--- src/rtl/miriscv_mdu_seq_if.sv ---
// miriscv_mdu_seq_if: bundles the issue, flush, MDU and writeback signals of
// the M-extension sequencer.
//
// Handshakes: an issue transfer happens on a rising edge where issue_valid_i
// and issue_ready_o are both 1. A writeback transfer happens on a rising edge
// where wb_valid_o and wb_ready_i are both 1. Once wb_valid_o is raised from
// the DONE state, it stays high with wb_rd_o/wb_data_o stable until the
// transfer happens or a flush/reset drops it. The MDU result is taken on any
// edge where mdu_req_o=1 and mdu_stall_req_i=0.
interface miriscv_mdu_seq_if;
   // issue side
   logic        issue_valid_i;
   logic        issue_ready_o;
   logic [2:0]  issue_op_i;
   logic [31:0] issue_a_i;
   logic [31:0] issue_b_i;
   logic [4:0]  issue_rd_i;
   logic        flush_i;
   // MDU side
   logic        mdu_req_o;
   logic [2:0]  mdu_op_o;
   logic [31:0] mdu_port_a_o;
   logic [31:0] mdu_port_b_o;
   logic        mdu_kill_o;
   logic        mdu_stall_req_i;
   logic [31:0] mdu_result_i;
   // writeback side
   logic        wb_valid_o;
   logic        wb_ready_i;
   logic [4:0]  wb_rd_o;
   logic [31:0] wb_data_o;

   // sequencer view
   modport slave (
      input  issue_valid_i, issue_op_i, issue_a_i, issue_b_i, issue_rd_i, flush_i,
      input  mdu_stall_req_i, mdu_result_i, wb_ready_i,
      output issue_ready_o, mdu_req_o, mdu_op_o, mdu_port_a_o, mdu_port_b_o,
      output mdu_kill_o, wb_valid_o, wb_rd_o, wb_data_o
   );

   // environment view (decode stage, MDU and writeback driver)
   modport master (
      output issue_valid_i, issue_op_i, issue_a_i, issue_b_i, issue_rd_i, flush_i,
      output mdu_stall_req_i, mdu_result_i, wb_ready_i,
      input  issue_ready_o, mdu_req_o, mdu_op_o, mdu_port_a_o, mdu_port_b_o,
      input  mdu_kill_o, wb_valid_o, wb_rd_o, wb_data_o
   );
endinterface

--- src/rtl/miriscv_mdu_seq.sv ---
// miriscv_mdu_seq: sequences one M-extension operation at a time from the
// decode stage to miriscv_mdu and returns the result over a writeback
// handshake, counting retired operations.
//
// Optional feature: define MIRISCV_MDU_SEQ_BYPASS_EN to present the MDU
// result on writeback in the completion cycle itself; if writeback accepts it
// there, the FSM returns straight to IDLE. Without the macro the result is
// always registered first and offered from DONE.
//
// dbg_state_o exposes the FSM state: 0 IDLE, 1 BUSY, 2 DONE.
module miriscv_mdu_seq #(
   parameter int CNT_W = 16
) (
   input  logic              clk_i,
   input  logic              arstn_i,
   miriscv_mdu_seq_if.slave  bus,
   output logic [CNT_W-1:0]  ops_cnt_o,
   output logic [1:0]        dbg_state_o
);

   typedef enum logic [1:0] {
      ST_IDLE = 2'd0,
      ST_BUSY = 2'd1,
      ST_DONE = 2'd2
   } state_t;

   state_t            state;
   logic [2:0]        op_q;
   logic [31:0]       a_q;
   logic [31:0]       b_q;
   logic [4:0]        rd_q;
   logic [31:0]       res_q;
   logic [CNT_W-1:0]  cnt_q;

   logic in_idle;
   logic in_busy;
   logic in_done;
   logic accept;
   logic complete;

   assign in_idle = (state == ST_IDLE);
   assign in_busy = (state == ST_BUSY);
   assign in_done = (state == ST_DONE);

   // Ready is also held low while reset is asserted so every output reads 0
   // during reset; a flush always blocks a new accept.
   assign bus.issue_ready_o = in_idle & ~bus.flush_i & arstn_i;
   assign accept            = bus.issue_valid_i & bus.issue_ready_o;

   // Flush wins over completion, so a flushed BUSY cycle never completes.
   assign complete = in_busy & ~bus.flush_i & ~bus.mdu_stall_req_i;

   assign bus.mdu_req_o    = in_busy & ~bus.flush_i;
   assign bus.mdu_kill_o   = in_busy & bus.flush_i;
   assign bus.mdu_op_o     = op_q;
   assign bus.mdu_port_a_o = a_q;
   assign bus.mdu_port_b_o = b_q;
   assign bus.wb_rd_o      = rd_q;

`ifdef MIRISCV_MDU_SEQ_BYPASS_EN
   // Completion cycle forwards the live MDU result; DONE replays the register.
   assign bus.wb_valid_o = (in_done & ~bus.flush_i) | complete;
   assign bus.wb_data_o  = complete ? bus.mdu_result_i : res_q;
`else
   // Result is only ever offered from the register, one cycle after completion.
   assign bus.wb_valid_o = in_done & ~bus.flush_i;
   assign bus.wb_data_o  = res_q;
`endif

   assign ops_cnt_o   = cnt_q;
   assign dbg_state_o = state;

   // FSM plus operand/result registers and the retired-operation counter.
   always_ff @(posedge clk_i or negedge arstn_i) begin
      if (!arstn_i) begin
         state <= ST_IDLE;
         op_q  <= 3'd0;
         a_q   <= 32'd0;
         b_q   <= 32'd0;
         rd_q  <= 5'd0;
         res_q <= 32'd0;
         cnt_q <= '0;
      end else begin
         case (state)
            ST_IDLE: begin
               if (accept) begin
                  op_q  <= bus.issue_op_i;
                  a_q   <= bus.issue_a_i;
                  b_q   <= bus.issue_b_i;
                  rd_q  <= bus.issue_rd_i;
                  state <= ST_BUSY;
               end
            end
            ST_BUSY: begin
               if (bus.flush_i) begin
                  state <= ST_IDLE;
               end else if (!bus.mdu_stall_req_i) begin
                  res_q <= bus.mdu_result_i;
`ifdef MIRISCV_MDU_SEQ_BYPASS_EN
                  if (bus.wb_ready_i) begin
                     state <= ST_IDLE;
                     cnt_q <= cnt_q + CNT_W'(1);
                  end else begin
                     state <= ST_DONE;
                  end
`else
                  state <= ST_DONE;
`endif
               end
            end
            ST_DONE: begin
               if (bus.flush_i) begin
                  state <= ST_IDLE;
               end else if (bus.wb_ready_i) begin
                  state <= ST_IDLE;
                  cnt_q <= cnt_q + CNT_W'(1);
               end
            end
            default: state <= ST_IDLE;
         endcase
      end
   end

endmodule

--- src/flat_wrapper.sv ---
// flat-port wrapper written by rule: the top's interface ports become plain ports
module miriscv_mdu_seq_flat 
#(
   parameter int CNT_W = 16
)
  (clk_i, arstn_i, ops_cnt_o, dbg_state_o, bus_issue_valid_i, bus_issue_op_i, bus_issue_a_i, bus_issue_b_i, bus_issue_rd_i, bus_flush_i, bus_mdu_stall_req_i, bus_mdu_result_i, bus_wb_ready_i, bus_issue_ready_o, bus_mdu_req_o, bus_mdu_op_o, bus_mdu_port_a_o, bus_mdu_port_b_o, bus_mdu_kill_o, bus_wb_valid_o, bus_wb_rd_o, bus_wb_data_o);
  miriscv_mdu_seq_if bus_i ();
  input  logic clk_i;
  input  logic arstn_i;
  output logic [CNT_W-1:0] ops_cnt_o;
  output logic [1:0] dbg_state_o;
  input wire logic [$bits(bus_i.issue_valid_i)-1:0] bus_issue_valid_i;
  input wire logic [$bits(bus_i.issue_op_i)-1:0] bus_issue_op_i;
  input wire logic [$bits(bus_i.issue_a_i)-1:0] bus_issue_a_i;
  input wire logic [$bits(bus_i.issue_b_i)-1:0] bus_issue_b_i;
  input wire logic [$bits(bus_i.issue_rd_i)-1:0] bus_issue_rd_i;
  input wire logic [$bits(bus_i.flush_i)-1:0] bus_flush_i;
  input wire logic [$bits(bus_i.mdu_stall_req_i)-1:0] bus_mdu_stall_req_i;
  input wire logic [$bits(bus_i.mdu_result_i)-1:0] bus_mdu_result_i;
  input wire logic [$bits(bus_i.wb_ready_i)-1:0] bus_wb_ready_i;
  output wire logic [$bits(bus_i.issue_ready_o)-1:0] bus_issue_ready_o;
  output wire logic [$bits(bus_i.mdu_req_o)-1:0] bus_mdu_req_o;
  output wire logic [$bits(bus_i.mdu_op_o)-1:0] bus_mdu_op_o;
  output wire logic [$bits(bus_i.mdu_port_a_o)-1:0] bus_mdu_port_a_o;
  output wire logic [$bits(bus_i.mdu_port_b_o)-1:0] bus_mdu_port_b_o;
  output wire logic [$bits(bus_i.mdu_kill_o)-1:0] bus_mdu_kill_o;
  output wire logic [$bits(bus_i.wb_valid_o)-1:0] bus_wb_valid_o;
  output wire logic [$bits(bus_i.wb_rd_o)-1:0] bus_wb_rd_o;
  output wire logic [$bits(bus_i.wb_data_o)-1:0] bus_wb_data_o;
  assign bus_i.issue_valid_i = bus_issue_valid_i;
  assign bus_i.issue_op_i = bus_issue_op_i;
  assign bus_i.issue_a_i = bus_issue_a_i;
  assign bus_i.issue_b_i = bus_issue_b_i;
  assign bus_i.issue_rd_i = bus_issue_rd_i;
  assign bus_i.flush_i = bus_flush_i;
  assign bus_i.mdu_stall_req_i = bus_mdu_stall_req_i;
  assign bus_i.mdu_result_i = bus_mdu_result_i;
  assign bus_i.wb_ready_i = bus_wb_ready_i;
  assign bus_issue_ready_o = bus_i.issue_ready_o;
  assign bus_mdu_req_o = bus_i.mdu_req_o;
  assign bus_mdu_op_o = bus_i.mdu_op_o;
  assign bus_mdu_port_a_o = bus_i.mdu_port_a_o;
  assign bus_mdu_port_b_o = bus_i.mdu_port_b_o;
  assign bus_mdu_kill_o = bus_i.mdu_kill_o;
  assign bus_wb_valid_o = bus_i.wb_valid_o;
  assign bus_wb_rd_o = bus_i.wb_rd_o;
  assign bus_wb_data_o = bus_i.wb_data_o;
  miriscv_mdu_seq #(.CNT_W(CNT_W)) u_core (.clk_i(clk_i), .arstn_i(arstn_i), .bus(bus_i), .ops_cnt_o(ops_cnt_o), .dbg_state_o(dbg_state_o));
endmodule
--- config.mk ---
export PLATFORM = sky130hd
export DESIGN_NAME = miriscv_mdu_seq_flat
export DESIGN_NICKNAME = d
export VERILOG_FILES = /design/src/rtl/miriscv_mdu_seq_if.sv /design/src/rtl/miriscv_mdu_seq.sv /design/src/flat_wrapper.sv
export SDC_FILE = /design/constraint.sdc
export NUM_CORES = 1
export LEC_CHECK = 0
export BUFFER_PORTS_ARGS = -buffer_cell sky130_fd_sc_hd__clkbuf_2
export CAP_MARGIN = 40
export CORE_ASPECT_RATIO = 0.5
export CORE_UTILIZATION = 49
export DETAILED_ROUTE_END_ITERATION = 12
export GPL_TIMING_DRIVEN = 1
export PLACE_DENSITY = 0.85
export SLEW_MARGIN = 20
export SYNTH_ARGS = -nofsm -noshare
export SYNTH_HDL_FRONTEND = slang
export SYNTH_SLANG_ARGS = --single-unit
--- constraint.sdc ---
create_clock -name clk_i -period 3.8 [get_ports clk_i]
set_input_delay 0.57 -clock clk_i [delete_from_list [all_inputs] [get_ports clk_i]]
set_output_delay 0.57 -clock clk_i [all_outputs]
set_load 0.01 [all_outputs]
* Yosys cells after proc, flatten, opt, wreduce, memory -nomap -nowiden
Cells that the tools add are included.
W data, S select, Z words.
** Operators by class
- $add $sub $neg :: 1
- $mul :: 0
- Div/mod/pow operators :: 0
- Order comparisons :: 0
- Equal/unequal tests :: 5
- Shift operators :: 0
- Multiplexer cells :: 6
- Bitwise gates (word level) :: 8
- Reduce and logical (&&, ||, !) cells :: 5
** Operators with widths (number)
- $add A16 B1 Y16 const B :: 1
- $mux W2 :: 5
- $reduce_and A3 Y1 :: 3
- $and A1 B1 Y1 :: 6
- $ne A3 B3 Y1 const B :: 2
- $pmux W2 S3 :: 1
- $eq A2 B1 Y1 const B :: 1
- $eq A2 B2 Y1 const B :: 1
- $logic_not A2 Y1 :: 1
- $ne A2 B2 Y1 const B :: 1
- $not A1 Y1 :: 2
- $reduce_and A2 Y1 :: 1
** Storage, ports and cells
- Register bits after elaboration :: 122
- Latch bits :: 0
- RAM bits :: 0
- Memory bits (read-only) :: 0
- Input port bits :: 110
- Output and inout port bits :: 126
- Logic and storage cells :: 32
- Memories :: 0

* Depth between registers and ports, before layout
- Depth after elaboration :: 6
- Depth in mapped cells :: 5

* Least setup slack after synthesis
Ideal clock, no wire load.
- Path kind :: input to register
- Start point :: input port bus_flush_i
- End point :: register u_core.res_q[10] (netlist: u_core.bus.wb_data_o[10])
- Library setup time :: 125 ps
- Data arrival time :: 1602 ps
- Data required time :: 3675 ps
- Slack :: 2073 ps
- Cell stages on the path :: 5
- Path buffers :: 2
- Cells stage by stage :: nor3b_2 > nor2b_1 > buf_4 > buf_6 > mux2_2
** On the way
- Word-level cells in the longest chain between the ends :: 2
** RTL lines
- from (decl) :: line flat_wrapper.sv:17 : input wire logic [$bits(bus_i.flush_i)-1:0] bus_flush_i;
- $not A1 Y1
- $reduce_and A3 Y1 (no source line)
- to (signal assigned) :: line miriscv_mdu_seq.sv:98 : res_q <= bus.mdu_result_i;
- to (decl) :: line miriscv_mdu_seq.sv:32 : logic [31:0] res_q;
Every way passes these cells.
A chain may end at the register's enable or synchronous reset.

* Worst setup path in the final report
- Start point :: register u_core.state[0] (netlist: u_core.dbg_state_o[0])
- End point :: register u_core.res_q[5] (netlist: u_core.bus.wb_data_o[5])
** On the way
- Word-level cells in the longest chain between the ends :: 2
** RTL lines
- from (decl) :: line miriscv_mdu_seq.sv:27 : state_t state;
- from (signal assigned) :: line miriscv_mdu_seq.sv:76 : state <= ST_IDLE;
- from (signal assigned) :: line miriscv_mdu_seq.sv:91 : state <= ST_BUSY;
- from (signal assigned) :: line miriscv_mdu_seq.sv:96 : state <= ST_IDLE;
- $eq A2 B1 Y1 :: line miriscv_mdu_seq.sv:84 : case (state)
- $reduce_and A3 Y1 (no source line)
Every way passes these cells.

==> impl_results.md <==
* Max-Cap Viols at 0
* Seq/Total Area, Yosys at 64.2%
* Avg Inst Size Synth at between 15 and 20 µm²
* Final nets at approximately 660
* CP required at 4.07 ns
* Share of layout cells above drive strength 1 at 67.3%
* Placed Cells at 654
* Post-Synth Simple-Gate Area at under 10%
* Die H at 71.7 µm
* Synth Area in XOR/XNOR at under 10%
* Yosys reg bits at around 120
* Die Footprint at 10100 µm²
* Starting density of the core at between 50% and 60%
* Outcome: complete, no violations
* Routed Antenna Nets at 0
* Antenna violations before repair at 0
* Vias in the first global route at about 3500
* CTS tree: done
* Clk buf depth at 2
* Num rows at 24
* Worst vdd ir at 0.404 mV
* WS Path Type: flop to flop
* Starting DRC count in detailed routing at between 150 and 200
* Remaining Overflow, GRT at 0
* Non-Filler Instances at 687
* Drt total wl at between 10000 and 15000 µm
* Port Buffer Count at approximately 240
* Core Area at a little over 9000 µm²
* Pin count of the biggest net entering global routing at 65
* Final Hold Fails at 0
* Routed vias/inst at ~4.8
* Fmax at approximately 0.49 GHz
* Mapped cell area at roughly 4800 µm²
* Final slew viol count at 0
* Chip width at 141 µm
* Reg2reg setup slack at between 1.5 and 2 ns
* Synth Area in Compound Gates at 0.158%
* Post-CTS setup buffers at 0
* Pre-CTS setup slack at ~1.5 ns
* Fin crit period at around 2 ns
* Hold WS at 0.0992 ns
* Largest family of logic cells by synthesized area: multiplexers
* Vias at approximately 3300
* Post-CTS resize count at 0
* Synth Instances at between 200 and 300
* CP arrival at approximately 2.3 ns
* CP startpoint: u_core.dbg_state_o[0]
* Synth cell types at 27
* Post-route DRC at 0
* Worst hold path class: input pin to asynchronous set/reset pin
* Final period util at a little over half
* Tot Pwr at between 4000 and 5000 µW
* End of the worst register-to-register path: u_core.bus.wb_data_o[5]
* Worst-margin pin slew at 0.735 ns
* Syn Nets at between 400 and 500
* N_diodes at 0
* CTS Hold Bufs at 0
* Drt pass-1 iters at 4
* CTS buffer count at 17
* Pleak at 0.00345 µW
* Placer Congestion at between 0.7 and 0.8
* Clock root buffer: clkbuf_16
* Slew headroom at about half
* Routed wire per std cell at 15.7 µm
* Area Growth Syn to Fin at 40.6%
* Top Ports at ~240
* Final Skew at ~0.008 ns
* RSZ-0062 raised after global routing: false
* Worst Setup Start Kind: flop
* Final setup violation count at 0
* Type of destination of the critical path: flop
* PnR worst setup slack at 1.77 ns
* Worst-path fanout max at 27
* Fill cells at 619
* # H-tree levels at 4
* First-pass GRT wire length at around 17000 µm
* RR Startpoint: u_core.dbg_state_o[0]
* Sinks on Clock Net at roughly 120
* Mux contribution to synthesized area at around 25%
* Setup TNS at 0 ns
* Clk Latency, worst-skew pair at around 0.4 ns
* Clk slew on worst S/H paths at about 0.05 ns
* FF-to-FF path depth at 4
* Power Density at between 600 and 700 nW/µm²
* Yosys warning count at 0
* GRT Overall Usage at 22.7%
* HPWL Detailed at slightly below 8000 µm
* Critical Path Sink: u_core.bus.wb_data_o[5]
* Adder-Cell Fraction of Synth Area at less than 1%
[worst max-delay path, stage by stage (launching register included)]
cell,delay (ns)
dfrtp_1,0.46
nor3b_2,0.28
nor2b_2,0.38
buf_4,0.39
mux2_2,0.39
[Yosys cell counts]
cell       count  area (µm²)
nor3b_1        1        7.51
mux2_2       102        1150
and3_1         1        6.26
and4bb_2       1        12.5
nor4_2         1        12.5
inv_1          1        3.75
nor2b_1        1        6.26
dfrtp_1      122        3050
and4_1         1        8.76
ha_1           1        12.5
nor3b_2        1        12.5
nand4bb_1      1        11.3
nand2_1       14        52.6
buf_6         10         113
nor2_1         5        18.8
mux2_1         2        22.5
xor2_1         6        52.6
xnor2_1        9        78.8
nor3_1         2        10.0
nand3_1        3        15.0
nand2_4        1        11.3
a21o_1         1        7.51
and3b_1        1        8.76
buf_4          1        7.51
and2_1         1        6.26
nand4_1        5        31.3
nor4b_4        1        23.8
[area by class of cell]
cell class	instances	area [µm²]	area share, %
sequential	122	3050	45.7
clock inverter	8	165	2.47
clock buffer	24	472	7.06
multi-input combinational	162	1580	23.6
tap	130	163	2.43
timing repair buffer	240	1250	18.7
inverter	1	3.75	0.0561
[placed cells by master (no fill, tap or decap)]
master and count:
bufinv_16 5, nand4_1 5, and3b_1 1, and3_1 1, nand3_1 3, nor4b_4 1
buf_4 4, nor2b_2 1, clkbuf_16 17, xnor2_1 9, buf_12 1, ha_1 1
dfrtp_1 122, inv_1 1, and4_1 1, nor3b_1 1, buf_16 1, mux2_1 2
nor2_1 5, nand4bb_1 1, clkinv_2 3, a21o_1 1, mux2_2 102, nor3b_2 1
nor3_1 2, and2_1 1, nand2_1 14, and4bb_2 1, nand2_4 1, clkbuf_1 5
xor2_1 6, clkbuf_2 234, nor4_2 1, clkbuf_8 2
[worst min-delay path by stage]
stage	cells after the start	start	to
after floorplan	0	arstn_i	u_core.bus.mdu_op_o[0]
after global placement	1	u_core.ops_cnt_o[15]	u_core.ops_cnt_o[15]
after detailed placement	1	u_core.ops_cnt_o[15]	u_core.ops_cnt_o[15]
after CTS	2	bus_mdu_result_i[26]	u_core.bus.wb_data_o[26]
after global routing	2	arstn_i	u_core.bus.mdu_port_b_o[28]
final	2	arstn_i	u_core.ops_cnt_o[11]
[state kept, by name, indices dropped and copies added (netlist names)]
signal / flops
u_core.bus.mdu_port_b_o: 32
u_core.bus.mdu_port_a_o: 32
u_core.ops_cnt_o: 16
u_core.bus.mdu_op_o: 3
u_core.dbg_state_o: 2
u_core.bus.wb_rd_o: 5
u_core.bus.wb_data_o: 32
[power by group]
| group | leakage, µW | internal, µW | switching, µW | total [µW] |
|---|---|---|---|---|
| Combinational | 0.00165 | 451 | 407 | 858 |
| Clock | 0.000312 | 1200 | 532 | 1730 |
| Sequential | 0.00149 | 1590 | 158 | 1750 |
[logic make-up (layout without fill, tap and decap cells)]
group / count (synthesis) / count (layout)
buf+inv: 12 / 273
simple gates: 41 / 41
compound gates: 1 / 1
xor+xnor: 15 / 15
mux: 104 / 104
fa+ha+maj: 1 / 1
flops: 122 / 122
[per-stage QoR]
step	util [%]	cell area, µm²
CTS	73.4	6660
detailed placement	66.4	6020
floorplan	-	4750
global route	73.7	6690
finish	73.7	6690
global placement	66.2	6000
[per-layer routing]
layer / share of wire [%] / track usage [%] / up-vias
met5: 0 / 0 / -
met1: 38 / 25.3 / 1619
met3: 4.8 / 5.08 / 15
met4: 1.6 / 9.90 / 0
li1: - / - / 1547
met2: 56 / 42.4 / 106
Note: power is estimated with default switching activity, not from simulation.
